[config.mk]
export PLATFORM = sky130hd
export DESIGN_NAME = sobel_window_gen_flat
export DESIGN_NICKNAME = d
export VERILOG_FILES = /design/src/rtl/sobel_window_gen_if.sv /design/src/rtl/sobel_window_gen.sv /design/src/flat_wrapper.sv
export SDC_FILE = /design/constraint.sdc
export NUM_CORES = 1
export LEC_CHECK = 0
export BUFFER_PORTS_ARGS = -buffer_cell sky130_fd_sc_hd__clkbuf_2
export CAP_MARGIN = 20
export CORE_MARGIN = 5
export CORE_UTILIZATION = 30
export CTS_CLUSTER_DIAMETER = 60
export DETAILED_ROUTE_END_ITERATION = 16
export PLACE_DENSITY = 0.48
export SYNTH_ARGS = -nofsm -noshare
export SYNTH_HDL_FRONTEND = slang
export SYNTH_SLANG_ARGS = --single-unit
[constraint.sdc]
create_clock -name clk -period 4.8 [get_ports clk]
set_input_delay 0.72 -clock clk [delete_from_list [all_inputs] [get_ports clk]]
set_output_delay 0.72 -clock clk [all_outputs]
set_load 0.005 [all_outputs]
[src/rtl/sobel_window_gen_if.sv]
// rtl/sobel_window_gen_if.sv - pixel stream in, 3x3 window out; WIN_IDX_EN adds window coordinates
interface sobel_window_gen_if;
    logic        frame_start;
    logic        pix_valid;
    logic [7:0]  pix_in;
    logic [71:0] Image;
    logic        Start;
    logic        busy;
    logic        frame_done;
`ifdef WIN_IDX_EN
    logic [15:0] win_row;
    logic [15:0] win_col;
`endif

    modport master (
        output frame_start, pix_valid, pix_in,
`ifdef WIN_IDX_EN
        input  win_row, win_col,
`endif
        input  Image, Start, busy, frame_done
    );

    modport slave (
        input  frame_start, pix_valid, pix_in,
`ifdef WIN_IDX_EN
        output win_row, win_col,
`endif
        output Image, Start, busy, frame_done
    );
endinterface

[src/rtl/sobel_window_gen.sv]
// rtl/sobel_window_gen.sv - two-line-buffer 3x3 window generator for the convolution stage; WIN_IDX_EN adds win_row/win_col
module sobel_window_gen #(
    parameter int IMG_W = 32,
    parameter int IMG_H = 32
) (
    input  logic               clk,
    input  logic               rst_n,
    sobel_window_gen_if.slave  bus
);
    localparam int CW = $clog2(IMG_W);
    localparam int RW = $clog2(IMG_H);

    typedef enum logic [1:0] {IDLE, FILL, RUN} state_t;

    state_t        state_q, state_d;
    logic [CW-1:0] col_q;
    logic [RW-1:0] row_q;
    logic [7:0]    lb1 [IMG_W];
    logic [7:0]    lb2 [IMG_W];
    // Two newest columns of each window row; the third column is the incoming one.
    logic [7:0]    hist_q [3][2];

    logic          accept, last_col, last_row, emit;
    logic [CW-1:0] rd_col;
    logic [7:0]    up1, up2;
    logic [71:0]   win_next;

    assign accept   = bus.pix_valid && (state_q != IDLE);
    assign last_col = (col_q == CW'(IMG_W - 1));
    assign last_row = (row_q == RW'(IMG_H - 1));
    // A pixel coinciding with an abort restarts at column 0.
    assign rd_col   = bus.frame_start ? '0 : col_q;
    assign up1      = lb1[rd_col];
    assign up2      = lb2[rd_col];
    assign emit     = accept && !bus.frame_start && (state_q == RUN) && (col_q >= CW'(2));
    assign win_next = {hist_q[0][0], hist_q[0][1], up2,
                       hist_q[1][0], hist_q[1][1], up1,
                       hist_q[2][0], hist_q[2][1], bus.pix_in};
    assign bus.busy = (state_q != IDLE);

    always_ff @(posedge clk or posedge rst_n) begin
        if (rst_n) state_q <= IDLE;
        else       state_q <= state_d;
    end

    always_comb begin
        state_d = state_q;
        case (state_q)
            IDLE: if (bus.frame_start) state_d = FILL;
            FILL: begin
                if (bus.frame_start)                           state_d = FILL;
                else if (accept && last_col && row_q == RW'(1)) state_d = RUN;
            end
            RUN: begin
                if (bus.frame_start)                    state_d = FILL;
                else if (accept && last_col && last_row) state_d = IDLE;
            end
            default: state_d = IDLE;
        endcase
    end

    always_ff @(posedge clk or posedge rst_n) begin
        if (rst_n) begin
            col_q <= '0;
            row_q <= '0;
        end else if (bus.frame_start) begin
            row_q <= '0;
            col_q <= accept ? CW'(1) : '0;
        end else if (accept) begin
            if (last_col) begin
                col_q <= '0;
                row_q <= last_row ? '0 : row_q + RW'(1);
            end else begin
                col_q <= col_q + CW'(1);
            end
        end
    end

    // Read-before-write: row r-1 moves down to r-2 as the new pixel lands in r-1.
    always_ff @(posedge clk) begin
        if (accept) begin
            lb1[rd_col] <= bus.pix_in;
            lb2[rd_col] <= up1;
        end
    end

    always_ff @(posedge clk or posedge rst_n) begin
        if (rst_n) begin
            for (int i = 0; i < 3; i++) begin
                hist_q[i][0] <= '0;
                hist_q[i][1] <= '0;
            end
            bus.Image      <= '0;
            bus.Start      <= 1'b0;
            bus.frame_done <= 1'b0;
        end else begin
            if (accept) begin
                for (int i = 0; i < 3; i++) hist_q[i][0] <= hist_q[i][1];
                hist_q[0][1] <= up2;
                hist_q[1][1] <= up1;
                hist_q[2][1] <= bus.pix_in;
            end
            if (emit) bus.Image <= win_next;
            bus.Start      <= emit;
            bus.frame_done <= emit && last_col && last_row;
        end
    end

`ifdef WIN_IDX_EN
    always_ff @(posedge clk or posedge rst_n) begin
        if (rst_n) begin
            bus.win_row <= '0;
            bus.win_col <= '0;
        end else if (emit) begin
            bus.win_row <= 16'(row_q - RW'(2));
            bus.win_col <= 16'(col_q - CW'(2));
        end
    end
`endif
endmodule

[src/flat_wrapper.sv]
// flat-port wrapper written by rule: the top's interface ports become plain ports
module sobel_window_gen_flat 
#(
    parameter int IMG_W = 32,
    parameter int IMG_H = 32
)
  (clk, rst_n, bus_frame_start, bus_pix_valid, bus_pix_in, bus_Image, bus_Start, bus_busy, bus_frame_done);
  sobel_window_gen_if bus_i ();
  input  logic clk;
  input  logic rst_n;
  input wire logic [$bits(bus_i.frame_start)-1:0] bus_frame_start;
  input wire logic [$bits(bus_i.pix_valid)-1:0] bus_pix_valid;
  input wire logic [$bits(bus_i.pix_in)-1:0] bus_pix_in;
  output wire logic [$bits(bus_i.Image)-1:0] bus_Image;
  output wire logic [$bits(bus_i.Start)-1:0] bus_Start;
  output wire logic [$bits(bus_i.busy)-1:0] bus_busy;
  output wire logic [$bits(bus_i.frame_done)-1:0] bus_frame_done;
  assign bus_i.frame_start = bus_frame_start;
  assign bus_i.pix_valid = bus_pix_valid;
  assign bus_i.pix_in = bus_pix_in;
  assign bus_Image = bus_i.Image;
  assign bus_Start = bus_i.Start;
  assign bus_busy = bus_i.busy;
  assign bus_frame_done = bus_i.frame_done;
  sobel_window_gen #(.IMG_W(IMG_W), .IMG_H(IMG_H)) u_core (.clk(clk), .rst_n(rst_n), .bus(bus_i));
endmodule
==> flow_summary.toml <==
[yosys]
ys_warn_count = 0
syn-instance-count = 1695
syn_avg_cell_area_um2 = 15.1
yosys.area.top_type_share_pct = 60.2
synth.most_common_cell = "edfxtp_1"
ys_ff_latch = 646
synth-edff-count = 512
synth_area_leader_cell = "edfxtp_1"
synth_cell_types = 80
synthTopCellsByArea = "edfxtp_1 (60%), dfrtp_1 (13%), nand2_1 (4.5%), mux2i_1 (2.8%), mux2_2 (2.2%)"
async_flop_share_pct = 20.7
syn_nets = 1713
synth_area_um2 = 25500
ys_top_cells_by_count = "edfxtp_1 (512), nand2_1 (305), dfrtp_1 (134)"
ys_seq_area_share_pct = 73.3
synthFlopType = "edfxtp_1"

[clocking]
path_clk_slew_ns = 0.06
h-tree-depth = 3
insertion_delay_ns = 0.60
clock_path_buffers = 3
cts_resized = 0
post_cts_buffers = 0
hold_buffers = 0
root_buffer = "clkbuf_16"
cts_tree = "built"
numCtsBuffers = 69
clkSinkCount = 646

[drt]
routedWlPerCell_um = 24.0
ant_nets = 0
viasPerCell = 5.06
via_count = 15300
dr.first_iter.drc_count = 1542
drt-pass1-iter-count = 6
totalWireLength_mm = 72.5
drcViolationCount = 0

[pwr]
netSwitchingFraction_pct = 22.7
power_frac_seq_pct = 51.6
p_sw_mw = 2.78
ir_drop_mv = 0.233
power.internal_mw = 9.43
p_total_mw = 12.2
power_frac_comb_pct = 6.6
p_leak_nw = 10.7
cellPowerDensity_nw_per_um2 = 413
p_clk_share_pct = 41.8

[worst_setup_path]
crit_arrival_ns = 4.07
criticalPathCategory = "flip-flop to flip-flop"
cp-end-kind = "flip-flop"
required_ns = 5.08
r2r_start = "u_core.col_q[0]$_DFFE_PP0P_"
crit_path_start = "u_core.col_q[0]$_DFFE_PP0P_"
worst_setup_path_start_kind = "flip-flop"
r2r_setup_slack_ns = 1.01
cp_max_fo = 44

[sta]
slew_violations = 0
slew_headroom_pct = 33.4
fmax_ghz = 0.264
final.period_utilization_pct = 79.0
tns_ns = 0
finalHoldViolCount = 0
fin_crit_ns = 3.79
skew_ns = 0.0245
tightest_slew_ns = 1.00
setup_slack_ns = 1.01
setup_violations = 0
rsz0062_at_grt = "no"

[placed_design]
placed_cells = 2904
portBuffers = 86
place.detailed.hpwl_mm = 46.3
dpl_cell_area_um2 = 27500
gp_congestion = 0.811
place_ws_ns = 0.866

[die]
die_h_um = 302
die_x_um = 302
initial_utilization_pct = 30.1
io_pins = 87
row_count = 107
die_area_um2 = 91100
core_area_um2 = 84900

[finish]
nFillCells = 8226
design_area_um2 = 29600
final_nets = 1850
syn_to_final_growth_pct = 15.9
insertedDiodeCount = 0
final_cells = 3027
drive_gt1_share_pct = 19.8

[global_route]
grt_max_degree = 98
grt-ovfl-total = 0
grtUsageTotal_pct = 15.7
grt_pass1_vias = 15100
grt_pass1_wl_mm = 106
grt_antenna_before_repair = 1

[worst_hold_path]
hold_path.class = "input port to asynchronous set/reset pin"

[status]
status = "finished clean"

[run]
max_cap_viol_count = 0
-- worst paths after layout --
check,end,cells after the start
max,u_core.lb2[6][5]$_DFFE_PP_,7
max in group asynchronous,u_core.hist_q[21]$_DFFE_PP0N_,3
max reg2reg,u_core.lb2[6][5]$_DFFE_PP_,7
min,u_core.bus.Image[60]$_DFFE_PP0P_,2
min in group clk,u_core.bus.Image[23]$_DFFE_PP0P_,2
min reg2reg,u_core.bus.Image[23]$_DFFE_PP0P_,2
-- layout make-up --
type,instances,area (µm²),share of cell area [%]
clock buffers,88,1800,6.08
clock inverters,34,327,1.10
inverters,10,42.5,0.144
multi-input cells,928,6120,20.7
flip-flops and latches,646,18700,63.3
well taps,1144,1430,4.84
repair buffers,177,1140,3.85
-- sequential cells by signal, summed over array words and instances, names as in the netlist --
signal,flops
u_core.col_q,5
u_core.state_q,2
u_core.row_q,5
u_core.bus.Image,72
u_core.hist_q,48
u_core.lb2,256
u_core.lb1,256
u_core.bus.frame_done,1
u_core.bus.Start,1
-- layer usage --
| metal | GRT usage (%) | part of all wire (%) |
|---|---|---|
| met2 | 24.8 | 46 |
| met5 | 0 | 0.0097 |
| met3 | 2.71 | 6.5 |
| met4 | 4.32 | 2.1 |
| met1 | 22.5 | 45 |
-- power groups by stage --
stage	Combinational (mW)	Sequential, mW	Clock (mW)
final	0.809	6.30	5.10
after global routing	0.876	6.31	5.48
after CTS	0.814	6.30	5.23
after detailed placement	0.812	6.41	0
after global placement	0.806	6.41	0
after floorplan	0.539	6.36	0
-- cell families after synthesis --
| group | after synthesis | synth area share [%] |
|---|---|---|
| buffers and inverters | 121 | 2.76 |
| AOI/OAI and AO/OA | 287 | 8.53 |
| adders and majority gates | 6 | 0.294 |
| muxes | 140 | 6.56 |
| DFF | 646 | 73.3 |
| and+or+nand+nor | 495 | 8.52 |
-- through the flow --
step	utilization [%]	hold WS (ns)
3_3_place_gp	32.4	0.452
3_5_place_dp	32.4	0.454
4_1_cts	34.9	0.348
5_1_grt	34.9	0.407
6_report	34.9	0.321
2_1_floorplan	-	0.439
-- worst max-delay path: stages (launching register included) --
cell      delay, ns
dfrtp_4        0.91
inv_2          0.51
buf_4          0.32
a221oi_1       0.27
a211oi_1       0.10
nor3_1         0.63
nand2_1        0.30
buf_4          0.34
-- cells in the final DEF, fill, tap and decap left out, drive strengths merged, types with 27 or more instances in the layout --
cell type	n
a221oi	37
mux2	52
nand2	305
nor2	92
edfxtp	512
a211oi	33
o21ai	27
mux2i	72
dfrtp	134
clkbuf	174
buf	91
a21oi	47
No activity file was read; power rests on OpenSTA's default activity.
